$ cat src/rtl/scan_job_scheduler.sv
// scan_job_scheduler: queues scan jobs and splits each into CHUNK_BYTES engine runs; watchdog enabled by SCAN_WDOG_EN
module scan_job_scheduler #(
  parameter int ADDR_W      = 32,
  parameter int LEN_W       = 32,
  parameter int TAG_W       = 8,
  parameter int CHUNK_BYTES = 1048576,
  parameter int JOB_DEPTH   = 4,
  parameter int CNT_W       = 16,
  parameter int WDOG_CYCLES = 1048576
) (
  input  logic              clk,
  input  logic              nrst,
  input  logic              job_valid,
  output logic              job_ready,
  input  logic [ADDR_W-1:0] job_base_addr,
  input  logic [LEN_W-1:0]  job_len_bytes,
  input  logic [10:0]       job_d_model,
  input  logic              job_get_norm,
  input  logic [TAG_W-1:0]  job_tag,
  output logic              eng_start,
  output logic [ADDR_W-1:0] eng_start_addr,
  output logic [ADDR_W-1:0] eng_end_addr,
  output logic [10:0]       eng_d_model,
  output logic              eng_get_norm,
  input  logic              eng_done,
  output logic              eng_abort,
  output logic              cmp_valid,
  output logic [TAG_W-1:0]  cmp_tag,
  output logic [1:0]        cmp_status,
  output logic [CNT_W-1:0]  cmp_chunks,
  output logic              busy
);
  localparam int PW = $clog2(JOB_DEPTH);
  localparam int QW = ADDR_W + LEN_W + 11 + 1 + TAG_W;
  localparam logic [LEN_W-1:0] CHUNK_L = LEN_W'(CHUNK_BYTES);
  localparam logic [ADDR_W:0] ADDR_SPAN = {1'b1, {ADDR_W{1'b0}}};
  typedef enum logic [2:0] {IDLE, CHECK, ISSUE, WAIT, COMPLETE} state_t;
  state_t state, next_state;
  logic [QW-1:0] q_mem [JOB_DEPTH];
  logic [PW-1:0] wr_ptr, rd_ptr;
  logic [PW:0] q_cnt;
  logic push, pop;
  logic [ADDR_W-1:0] base_r, cur_addr, addr_next;
  logic [LEN_W-1:0] len_r, remaining, cur_run, rem_next;
  logic [10:0] dm_r;
  logic gn_r;
  logic [TAG_W-1:0] tag_r;
  logic [CNT_W-1:0] chunk_cnt;
  logic [1:0] status_r;
  logic dm_ok, range_err, wd_expire;

  function automatic logic [LEN_W-1:0] run_of(input logic [LEN_W-1:0] rem);
    return rem < CHUNK_L ? rem : CHUNK_L;
  endfunction

  function automatic logic [ADDR_W-1:0] end_of(input logic [ADDR_W-1:0] a, input logic [LEN_W-1:0] rem);
    return a + ADDR_W'(run_of(rem)) - ADDR_W'(1);
  endfunction

  assign job_ready = q_cnt != (PW+1)'(JOB_DEPTH);
  assign push = job_valid && job_ready;
  assign pop = state == IDLE && q_cnt != '0;
  assign busy = state != IDLE || q_cnt != '0;
  assign cur_run = run_of(remaining);
  assign rem_next = remaining - cur_run;
  assign addr_next = cur_addr + ADDR_W'(cur_run);
  assign dm_ok = dm_r inside {11'd128, 11'd256, 11'd384, 11'd512, 11'd768, 11'd1024};
  assign range_err = ({1'b0, base_r} + (ADDR_W+1)'(len_r)) > ADDR_SPAN;
  assign cmp_tag = tag_r;
  assign cmp_status = status_r;
  assign cmp_chunks = chunk_cnt;

`ifdef SCAN_WDOG_EN
  localparam int WW = $clog2(WDOG_CYCLES + 1);
  logic [WW-1:0] wd_cnt;
  assign wd_expire = state == WAIT && !eng_done && wd_cnt == WW'(WDOG_CYCLES - 1);
  // WAIT-cycle counter, restarted on every issue
  always_ff @(posedge clk or negedge nrst)
    if (!nrst) wd_cnt <= '0;
    else if (state == ISSUE) wd_cnt <= '0;
    else if (state == WAIT) wd_cnt <= wd_cnt + WW'(1);
`else
  assign wd_expire = WDOG_CYCLES < 0;
`endif

  // job queue storage, written on accepted offers
  always_ff @(posedge clk)
    if (push) q_mem[wr_ptr] <= {job_base_addr, job_len_bytes, job_d_model, job_get_norm, job_tag};

  // queue pointers and occupancy
  always_ff @(posedge clk or negedge nrst)
    if (!nrst) begin
      wr_ptr <= '0;
      rd_ptr <= '0;
      q_cnt <= '0;
    end else begin
      wr_ptr <= wr_ptr + PW'(push);
      rd_ptr <= rd_ptr + PW'(pop);
      q_cnt <= q_cnt + (PW+1)'(push) - (PW+1)'(pop);
    end

  // state register
  always_ff @(posedge clk or negedge nrst)
    if (!nrst) state <= IDLE;
    else state <= next_state;

  // next-state logic
  always_comb begin
    next_state = state;
    case (state)
      IDLE:     next_state = pop ? CHECK : IDLE;
      CHECK:    next_state = (!dm_ok || range_err || len_r == '0) ? COMPLETE : ISSUE;
      ISSUE:    next_state = WAIT;
      WAIT:     next_state = eng_done ? (rem_next == '0 ? COMPLETE : ISSUE) : wd_expire ? COMPLETE : WAIT;
      COMPLETE: next_state = IDLE;
      default:  next_state = IDLE;
    endcase
  end

  // state-decoded pulses
  always_comb begin
    eng_start = state == ISSUE;
    cmp_valid = state == COMPLETE;
    eng_abort = wd_expire;
  end

  // working registers, run bookkeeping and held engine command
  always_ff @(posedge clk or negedge nrst)
    if (!nrst) begin
      {base_r, len_r, dm_r, gn_r, tag_r} <= '0;
      cur_addr <= '0;
      remaining <= '0;
      chunk_cnt <= '0;
      status_r <= '0;
      eng_start_addr <= '0;
      eng_end_addr <= '0;
      eng_d_model <= '0;
      eng_get_norm <= 1'b0;
    end else begin
      if (pop) {base_r, len_r, dm_r, gn_r, tag_r} <= q_mem[rd_ptr];
      if (state == CHECK) begin
        status_r <= !dm_ok ? 2'b01 : range_err ? 2'b10 : 2'b00;
        chunk_cnt <= '0;
        cur_addr <= base_r;
        remaining <= len_r;
        if (next_state == ISSUE) begin
          eng_start_addr <= base_r;
          eng_end_addr <= end_of(base_r, len_r);
          eng_d_model <= dm_r;
          eng_get_norm <= gn_r;
        end
      end
      if (state == WAIT && eng_done) begin
        chunk_cnt <= &chunk_cnt ? chunk_cnt : chunk_cnt + CNT_W'(1);
        cur_addr <= addr_next;
        remaining <= rem_next;
        if (rem_next != '0) begin
          eng_start_addr <= addr_next;
          eng_end_addr <= end_of(addr_next, rem_next);
        end
      end else if (wd_expire) status_r <= 2'b11;
    end
endmodule

$ cat config.mk
export PLATFORM = sky130hd
export DESIGN_NAME = scan_job_scheduler
export DESIGN_NICKNAME = d
export VERILOG_FILES = /design/src/rtl/scan_job_scheduler.sv
export SDC_FILE = /design/constraint.sdc
export NUM_CORES = 1
export LEC_CHECK = 0
export BUFFER_PORTS_ARGS = -buffer_cell sky130_fd_sc_hd__buf_4
export CELL_PAD_IN_SITES_DETAIL_PLACEMENT = 0
export CELL_PAD_IN_SITES_GLOBAL_PLACEMENT = 2
export CORE_MARGIN = 2
export CORE_UTILIZATION = 42
export CTS_CLUSTER_DIAMETER = 40
export DETAILED_ROUTE_END_ITERATION = 10
export GPL_TIMING_DRIVEN = 0
export PLACE_DENSITY_LB_ADDON = 0.05
export SLEW_MARGIN = 20
export SYNTH_ARGS = -nofsm -noshare
export SYNTH_HDL_FRONTEND = slang
export SYNTH_SLANG_ARGS = --single-unit
$ cat constraint.sdc
create_clock -name clk -period 9.4 [get_ports clk]
set_clock_uncertainty 0.2 [all_clocks]
set_input_delay 2.82 -clock clk [delete_from_list [all_inputs] [get_ports clk]]
set_output_delay 2.82 -clock clk [all_outputs]
set_load 0.01 [all_outputs]
# Word-level counts from Yosys, hierarchy flattened
# Memory sizes are Yosys's and may differ from the RTL's. A register that Yosys moved wholly into a read port is not among the register bits.
# Index checks and enable logic that the tools add are counted.
# op_classes
addsub	12
mul	0
bitwise	0
div_mod_pow	0
shift	0
n_lt_le_gt_ge	4
muxes	27
eq_ne	13
n_reduce_logical	19
# ops
cell	count
$mux W32	15
$add A32 B32 Y32	3
$lt A32 B21 Y1 const B	3
$logic_not A32 Y1	2
$sub A32 B1 Y32 const B	2
$mux W16	3
$add A32 B32 Y33	1
$gt A33 B33 Y1 const B	1
$reduce_bool A32 Y1	1
$sub A32 B32 Y32	1
$eq A11 B10 Y1 const B	2
$eq A11 B9 Y1 const B	2
$add A16 B1 Y16 const B	1
$reduce_and A16 Y1	1
$pmux W3 S4	1
$eq A11 B11 Y1 const B	1
$eq A11 B8 Y1 const B	1
$eq A3 B2 Y1 const B	3
$mux W3	3
$reduce_bool A3 Y1	2
$reduce_bool A6 Y1	1
$add A2 B1 Y2	2
$mux W2	2
$reduce_and A2 Y1	2
12 further kinds	19
# word_totals
output_inout_bits	107
romBits	0
regBits	168
in_bits	88
mem_count	1
latchBits	0
ramBits	336
elab_cells	88
# memory_table
name	words	width	rd	rd_ports_with_merged_regs	wr	line_no	text
q_mem	4	84	1	1	1	39	logic [QW-1:0] q_mem [JOB_DEPTH];

# Longest topological paths before layout
# Gate-level depths: netlist of the first run.
# logic_depth
word_depth	12
depth_mapped	37
ltp_nobuf	31

# Worst setup path before layout of the first run
# No wires, ideal clock.
# synth_path
path_kind	input to register
from	input port job_valid
to	memory q_mem[1][0] (netlist bit), enable pin
t_required_ns	8.553
setup_time_ns	0.647
path_slack_ns	-0.521
path_buffers	0
t_arrival_ns	9.074
path_stages	2
cell_sequence	nand2_1 -> nor3b_1
# synth_between
elab_chain_cells	3
# synth_lines
element	line_no	text
start: declaration	13	input logic job_valid,
$logic_and A1 B1 Y1	61	assign push = job_valid && job_ready;
$mux W1	88	if (push) q_mem[wr_ptr] <= {job_base_addr, job_len_bytes, job_d_model, job_get_norm, job_tag};
$mux W1 (implied by the code)	88	
end: declaration	39	
# No other way between the ends.

# Worst setup path in the final report of the first run
# layout_path
from	register remaining[28]
to	register eng_end_addr[29]
# layout_between
elab_chain_cells	12
elab_cells_between_ends	18
# layout_lines
element	line_no	text
start: declaration	44	logic [LEN_W-1:0] len_r, remaining, cur_run, rem_next;
start signal: assignment	145	remaining <= len_r;
start signal: assignment	156	remaining <= rem_next;
parallel branches: the longest is 11 deep, another holds $lt A32 B21 Y1	--	
$mux W32 *	153	if (state == WAIT && eng_done) begin
end signal: assignment	148	eng_end_addr <= end_of(base_r, len_r);
end signal: assignment	159	eng_end_addr <= end_of(addr_next, rem_next);
end: declaration	22	output logic [ADDR_W-1:0] eng_end_addr,
# Mark *: on every way between the ends.
# A chain may end at the register's enable or synchronous reset.

==> flow_summary.json, run 1 <==
{
  "status": "completed",
  "cts.sinks": 588,
  "grt_pass1_wl_mm": 143,
  "ctsHoldBuffers": 0,
  "p_leak_nw": 15.8,
  "clockBufferDepth": 3,
  "final_common_cell": "edfxtp_1",
  "wl_per_cell_um": 23.9,
  "initial_core_util_pct": 42.5,
  "cap_violations": 0,
  "slew_viol_final": 0,
  "coreArea_um2": 73000,
  "timing.fmax_mhz": 111,
  "layout_setup_ws_ns": 0.428,
  "post-place-ws_ns": -0.992,
  "final_cell_mix": "336 x edfxtp_1, 252 x dfrtp_1, 222 x nand2_1",
  "num_vias": 22598,
  "dieArea_um2": 75900,
  "post_dp_cell_area_um2": 34200,
  "grt_overflow_total": 0,
  "ir_drop_v": 0.000242,
  "syn_area_per_cell_um2": 11.9,
  "syn_inst": 2612,
  "dr.first_iter.drc_count": 1688,
  "clockRootBuffer": "clkbuf_16",
  "ant_nets": 0,
  "p_per_area_nw_per_um2": 401,
  "drc": 0,
  "tightestPinTransition_ns": 1.08,
  "vias_per_cell": 5.61,
  "cts_buffers": 102,
  "yosys_warnings": 0,
  "io_pins": 195,
  "critPathMaxFanout": 13,
  "slowest_delay_ns": 0.46,
  "hpwl_mm": 73.4,
  "chipHeight_um": 276,
  "htree_num_levels": 3,
  "crit_arrival_ns": 9.29,
  "ys.flop_type": "edfxtp_1",
  "grt_pass1_vias": 22825,
  "worstSetupPathType": "flip-flop to flip-flop",
  "fin_crit_sh_pct": 95.4,
  "finalNetCount": 3265,
  "slew_headroom_pct": 27.8,
  "port_buffers": 193,
  "gp_congestion": 0.919,
  "post-route-min-period_ns": 8.97,
  "finalInstanceArea_um2": 37900,
  "setup_violations": 0,
  "synth-seq-cells": 588,
  "die_x_um": 276,
  "area_growth_pct": 22.4,
  "synth-seq-area-share_pct": 52.9,
  "async_flop_share_pct": 42.9,
  "grt_max_degree": 89,
  "synth_edf_count": 336,
  "insertion_delay_ns": 0.67,
  "cp-start-kind": "flip-flop",
  "clk_pin_slew_worst_paths_ns": 0.05,
  "rsz0062_at_grt": "no",
  "wirelength_mm": 96.3,
  "row_count": 99,
  "final_layout_size_suffix_gt1_share_pct": 19.4,
  "cpMaxStageDelayCell": "o21ai_1",
  "synthesis.area_um2": 31000,
  "cts_tree": "yes",
  "synthDistinctLibCells": 81,
  "postCtsSetupBuffers": 0,
  "hold_violations": 0,
  "dr.pass1.iters": 5,
  "end_kind": "flip-flop",
  "track_usage_pct": 25.4,
  "worstPathRequired_ns": 9.71,
  "antenna_found_initial": 3,
  "min_path_type": "flip-flop to flip-flop"
}
## layout make-up
cell class	count	area [um2]
clock buffer	124	2740
fill	6433	35100
tap	959	1200
multi-input combinational	1755	13600
clock inverter	66	892
inverter	195	732
timing repair buffer	236	1920
sequential	588	16400
antenna	2	5.00
buffer	103	404
## worst max-delay path, delay by kind of cell (launching register included)
family | cells | cell delay (ns)
AOI/OAI and AO/OA | 12 | 3.23
xor gates and xnor gates | 1 | 0.17
adders and majority gates | 4 | 1.07
buffers and inverters | 8 | 2.02
DFF | 1 | 0.31
and+or+nand+nor | 11 | 1.83
## repair_timing
item,4_1_cts,5_1_grt
endpoints found under the hold margin,0,0
gates resized for setup,6,4
setup endpoints to repair,10,8
## sequential cells by signal, indices dropped and copies added, names as in the netlist, 2 cells and up
signal,cells
base_r,32
cmp_chunks,16
cmp_status,2
cmp_tag,8
cur_addr,32
dm_r,11
eng_d_model,11
eng_end_addr,32
eng_start_addr,32
len_r,32
q_cnt,3
q_mem,336
rd_ptr,2
remaining,32
state,3
wr_ptr,2
## synth_stat cells, types with 7 or more instances
cell type	instances	area, um2
edfxtp_1	336	10100
nand2_1	222	833
a21oi_1	128	641
mux2i_1	53	531
a31oi_1	11	68.8
buf_2	7	35.0
a22oi_1	37	278
a211oi_1	19	143
nand2b_1	26	163
o21bai_1	13	97.6
nor3_1	33	165
nor4_1	30	188
nand3_1	73	365
nand4_1	15	93.8
and2_1	36	225
clkbuf_1	82	308
a21o_1	44	330
or3_1	20	125
xnor2_1	53	464
o21ai_0	174	871
xor2_1	53	464
nor2b_1	14	87.6
nor3b_1	11	82.6
buf_1	14	52.6
o21a_1	24	180
mux2_2	58	653
a311o_1	8	80.1
nor2_1	113	424
mux4_2	84	1890
dfrtp_1	252	6310
and3_1	16	100
a221o_1	9	90.1
ha_1	191	2390
o211ai_1	41	308
inv_1	195	732
## per-stage QoR
stage	power (mW)	setup TNS [ns]	hold WS [ns]	instances	util, %
2_1_floorplan	8.86	-89.86	0.260	2642	-
3_3_place_gp	11.2	-1426.29	0.270	3794	46.2
3_5_place_dp	11.3	-4.20	0.276	3837	46.9
4_1_cts	15.3	0	0.292	4027	51.9
5_1_grt	16.2	0	0.307	4028	52.0
6_report	15.2	0	0.287	4028	52.0
## routing by layer
layer	wire length (um)	global-route usage (%)	vias to the layer above
met1	42000	33.9	11365
met4	2690	7.98	2
met3	4610	3.98	154
met2	47000	42.6	615
li1	-	-	10462
met5	16	0	-
## cell families after synthesis
family / Yosys count / synth area share, %
AOI/OAI and AO/OA: 588 / 12.4
xor gates and xnor gates: 107 / 3.07
adders and majority gates: 196 / 8.04
buffers and inverters: 299 / 3.66
DFF: 588 / 52.9
muxes: 195 / 9.93
other: 2 / 0.0242
and+or+nand+nor: 637 / 9.91
## power breakdown
group | switching [mW] | internal (mW)
combinational | 4.19 | 2.91
clock | 1.36 | 2.50
sequential | 0.738 | 3.51
total | 6.28 | 8.93
## final timing paths
check | to | from | slack (ns) | cells after the start
max reg2reg | eng_end_addr[29] | remaining[28] | 0.43 | 36
min in group asynchronous | eng_d_model[1] | nrst | 1.95 | 1
min | eng_d_model[5] | eng_d_model[5] | 0.29 | 1
max in group asynchronous | q_cnt[1] | nrst | 6.02 | 2
min reg2reg | eng_d_model[5] | eng_d_model[5] | 0.29 | 1
max | eng_end_addr[29] | remaining[28] | 0.43 | 36
Note: power is estimated with default switching activity, not from simulation.
==> inputs of run 2 (changes only) <==
PLACE_DENSITY_LB_ADDON = 0.1   (was 0.05)
==> flow_summary.json, run 2 (synthesis results as in run 1) <==
{
  "slowest_delay_ns": 0.47,
  "cts_tree": "yes",
  "final_common_cell": "edfxtp_1",
  "post-place-ws_ns": -1.03,
  "setup_violations": 0,
  "reg2reg_slack_ns": 0.54,
  "antenna_cells": 0,
  "p_leak_nw": 15.8,
  "final_cell_mix": "336 x edfxtp_1, 252 x dfrtp_1, 222 x nand2_1, 222 x buf_4, 194 x inv_1",
  "post_dp_cell_area_um2": 34200,
  "initial_core_util_pct": 42.5,
  "area_growth_pct": 22.1,
  "insertion_delay_ns": 0.66,
  "critical_path.most_common_cell": "ha_1",
  "reg2reg_from": "remaining[26]",
  "port_buffers": 193,
  "grt_pass1_vias": 23026,
  "grt_max_degree": 83,
  "crit_arrival_ns": 9.18,
  "min_from": "eng_d_model[4]",
  "clockRootBuffer": "clkbuf_16",
  "chipHeight_um": 276,
  "timing.fmax_mhz": 113,
  "slew_viol_final": 0,
  "rr_worst_depth": 34,
  "ant_nets": 0,
  "wl_per_cell_um": 23.9,
  "slew_headroom_pct": 28.5,
  "layout_setup_ws_ns": 0.543,
  "clk_pin_slew_worst_paths_ns": 0.05,
  "reg2reg_to": "eng_end_addr[29]",
  "regMostFlops": "q_mem",
  "dieArea_um2": 75900,
  "ir_drop_v": 0.000174,
  "critPathMaxFanout": 13,
  "min_path_type": "flip-flop to flip-flop",
  "ctsHoldBuffers": 0,
  "clockBufferDepth": 3,
  "worstSetupPathType": "flip-flop to flip-flop",
  "cpMaxStageDelayCell": "nor4_2",
  "finalNetCount": 3262,
  "final_layout_size_suffix_gt1_share_pct": 19.3,
  "tns_ns": 0,
  "cap_violations": 0,
  "num_vias": 22503,
  "row_count": 99,
  "dr.first_iter.drc_count": 1561,
  "track_usage_pct": 25.4,
  "io_pins": 195,
  "coreArea_um2": 73000,
  "die_x_um": 276,
  "p_per_area_nw_per_um2": 399,
  "final_util_pct": 51.8,
  "holdPathEnd": "eng_d_model[4]",
  "worstPathRequired_ns": 9.73,
  "crit_family": "compound AO/OA/AOI/OAI gates",
  "hpwl_mm": 73.4,
  "grt_overflow_total": 0,
  "wirelength_mm": 96.1,
  "post-route-min-period_ns": 8.86,
  "cts.sinks": 588,
  "fin_crit_sh_pct": 94.2,
  "cp-start-kind": "flip-flop",
  "p_total_mw": 15.1,
  "finalInstanceArea_um2": 37800,
  "largest_reg_flops": 336,
  "cts_buffers": 101,
  "antenna_found_initial": 2,
  "end_kind": "flip-flop",
  "dr.pass1.iters": 5,
  "whs_path_depth": 1,
  "grt_pass1_wl_mm": 143,
  "gp_congestion": 0.894,
  "vias_per_cell": 5.59,
  "rsz0062_at_grt": "no",
  "hold_violations": 0,
  "tightestPinTransition_ns": 1.07,
  "status": "completed",
  "drc": 0,
  "htree_num_levels": 3,
  "cp_num_buf_inv": 7
}
run 2: changes by cell type in the layout (fill, tap and decap cells not counted), sizes merged:
cell / before / now
clkinv: 28 / 29
bufinv: 15 / 11
clkinvlp: 9 / 10
inv: 209 / 206
clkbuf: 206 / 211
buf: 257 / 256
diode: 2 / 0
run 2: layout make-up:
cell class / instances / area [um2]
fill: 6400 / 35100
sequential: 588 / 16400
multi-input combinational: 1755 / 13600
clock buffer: 130 / 2790
timing repair buffer: 234 / 1870
tap: 959 / 1200
clock inverter: 61 / 787
inverter: 195 / 736
buffer: 103 / 403
run 2: through the flow:
| stage | std cells | hold slack, ns |
|---|---|---|
| floorplan | 2642 | 0.260 |
| global placement | 3794 | 0.270 |
| detailed placement | 3835 | 0.273 |
| CTS | 4026 | 0.288 |
| global route | 4025 | 0.320 |
| finish | 4025 | 0.285 |
run 2: where the power goes:
group	switching (mW)	internal [mW]	total, mW	leakage (nW)
clock network	1.35	2.42	3.78	1.73
registers	0.744	3.51	4.26	6.05
logic	4.16	2.90	7.07	8.02
run 2: worst max-delay path by stage:
| stage | start | to | slack (ns) | cells past startpoint |
|---|---|---|---|---|
| 3_5_place_dp | remaining[28] | eng_end_addr[29] | -1.03 | 36 |
| 5_1_grt | remaining[28] | eng_end_addr[29] | 0.06 | 35 |
| 3_3_place_gp | job_valid | q_mem[1][58] | -5.98 | 3 |
| 2_1_floorplan | job_valid | q_mem[1][0] | -0.52 | 2 |
| 6_report | remaining[26] | eng_end_addr[29] | 0.54 | 34 |
| 4_1_cts | remaining[28] | eng_end_addr[29] | 0.11 | 36 |
run 2: timing repair:
item	in CTS	in global routing
resized for setup	7	6
endpoints found under the hold margin	0	0
pin swaps	0	0
setup endpoints to repair	10	6
setup buffers	0	0
run 2: per-layer routing:
metal  vias to the layer above  track usage (%)  wire [um]
met5                         -                0         16
met4                         2             7.21       2090
met3                       132             4.38       4770
met2                       577             43.4      47500
met1                     11305             33.2      41700
li1                      10487                -          -
run 2: worst reg2reg max path, delay by kind of cell (launching register included):
family	cells	cell delay (ns)
and+or+nand+nor	11	2.33
buffers and inverters	7	1.88
adders and majority gates	4	1.04
xor gates and xnor gates	1	0.18
AOI/OAI and AO/OA	11	2.65
DFF	1	0.43
==> inputs of run 3 (changes only) <==
REMOVE_ABC_BUFFERS = 1   (was not set)
==> flow_summary.json, run 3 (synthesis results as in run 1) <==
{
  "num_vias": 21810,
  "p_per_area_nw_per_um2": 396,
  "status": "completed",
  "slew_viol_final": 0,
  "register_area_um2": 16400,
  "cp-start-kind": "flip-flop",
  "ant_nets": 0,
  "htree_num_levels": 3,
  "p_leak_nw": 15.8,
  "finalNetCount": 3183,
  "crit_arrival_ns": 9.18,
  "port_buffers": 193,
  "wl_per_cell_um": 22.1,
  "final_cell_mix": "336 x edfxtp_1, 250 x dfrtp_1, 236 x buf_4",
  "post-route-min-period_ns": 8.86,
  "end_kind": "flip-flop",
  "clockBufferDepth": 3,
  "grt_pass1_vias": 21950,
  "area_growth_pct": 22.1,
  "worstSetupPathType": "flip-flop to flip-flop",
  "rr_worst_depth": 31,
  "grt_pass1_wl_mm": 133,
  "die_x_um": 276,
  "dr.pass1.iters": 5,
  "clockRootBuffer": "clkbuf_16",
  "dr.first_iter.drc_count": 1450,
  "multi_input_area_um2": 13700,
  "slew_headroom_pct": 31.1,
  "cpMaxStageDelayCell": "and4b_4",
  "worstPathRequired_ns": 9.72,
  "cap_violations": 0,
  "chipHeight_um": 276,
  "initial_core_util_pct": 42.5,
  "grt_overflow_total": 0,
  "slowest_delay_ns": 0.53,
  "reg2reg_from": "remaining[21]",
  "tightestPinTransition_ns": 1.01,
  "cts_tree": "yes",
  "tns_ns": 0,
  "dieArea_um2": 75900,
  "final_layout_size_suffix_gt1_share_pct": 20.7,
  "cts.sinks": 588,
  "ir_drop_v": 0.000225,
  "coreArea_um2": 73000,
  "io_pins": 195,
  "min_path_type": "flip-flop to flip-flop",
  "final_common_cell": "edfxtp_1",
  "drc": 0,
  "timing.fmax_mhz": 113,
  "cp-endpoint": "eng_end_addr[29]",
  "clk_pin_slew_worst_paths_ns": 0.05,
  "row_count": 99,
  "reg2reg_to": "eng_end_addr[29]",
  "hold_violations": 0,
  "insertion_delay_ns": 0.66,
  "gp_congestion": 0.850,
  "track_usage_pct": 23.1,
  "vias_per_cell": 5.53,
  "critPathMaxFanout": 15,
  "largest_reg_flops": 336,
  "ctsHoldBuffers": 0,
  "cts_buffers": 95,
  "hpwl_mm": 63.4,
  "nFillCells": 6339,
  "setup_violations": 0,
  "fin_crit_sh_pct": 94.2,
  "post_dp_cell_area_um2": 34300,
  "reg2reg_slack_ns": 0.54,
  "wirelength_mm": 86.9,
  "regMostFlops": "q_mem",
  "crit_start": "remaining[21]",
  "finalInstanceArea_um2": 37800,
  "antenna_found_initial": 3,
  "grt_max_degree": 89,
  "rsz0062_at_grt": "no"
}
-- run 3: per-stage QoR --
step / util, % / hold slack (ns) / setup slack (ns) / instances / power, mW
2_1_floorplan: - / 0.260 / -0.521 / 2538 / 8.93
3_3_place_gp: 45.7 / 0.270 / -13.86 / 3690 / 11.3
3_5_place_dp: 47.0 / 0.272 / -0.891 / 3760 / 11.3
4_1_cts: 51.7 / 0.288 / 0.0944 / 3939 / 15.1
5_1_grt: 51.8 / 0.301 / 0.0254 / 3941 / 16.0
6_report: 51.8 / 0.281 / 0.542 / 3941 / 15.0
-- run 3: routing by layer --
layer | global-route usage, % | share of wire [%] | up-vias
met5 | 0 | 0.031 | -
met3 | 3.79 | 4.8 | 113
met4 | 7.13 | 2.3 | 4
met2 | 37.2 | 47 | 498
met1 | 32.2 | 46 | 10882
li1 | - | - | 10313
-- run 3: worst min path at each step --
| stage | from | end | depth (start not counted) |
|---|---|---|---|
| floorplan | state[2] | state[1] | 1 |
| global placement | eng_d_model[5] | eng_d_model[5] | 1 |
| detailed placement | eng_d_model[2] | eng_d_model[2] | 1 |
| CTS | eng_d_model[2] | eng_d_model[2] | 1 |
| global route | eng_d_model[2] | eng_d_model[2] | 1 |
| finish | eng_d_model[2] | eng_d_model[2] | 1 |
-- run 3: power breakdown --
group	internal, mW	total, mW	leakage, nW	switching [mW]
clock network	2.38	3.71	1.64	1.32
registers	3.51	4.28	6.05	0.765
logic	3.02	6.98	8.12	3.95
total	8.92	15.0	15.8	6.04
-- run 3: layout make-up --
class | count | area share (%)
clock buffers | 110 | 6.65
diodes | 1 | 0.00662
clock inverters | 69 | 2.48
repair buffers | 263 | 6.11
well taps | 959 | 3.17
flip-flops and latches | 588 | 43.4
inverters | 195 | 1.94
multi-input cells | 1756 | 36.3
-- run 3: what timing repair did --
action,CTS,global route
gates cloned,0,1
setup endpoints to repair,6,3
pin swaps,0,1
resized for setup,4,7
setup buffers,0,0
-- run 3: worst max-delay path, delay by kind of cell (launching register included) --
kind,cells,cell delay [ns]
AO/OA/AOI/OAI,11,2.88
AND/OR/NAND/NOR,11,2.81
adder cells (fa/ha/maj),4,1.32
buffers and inverters,4,0.74
flip-flops,1,0.52
XOR/XNOR,1,0.19
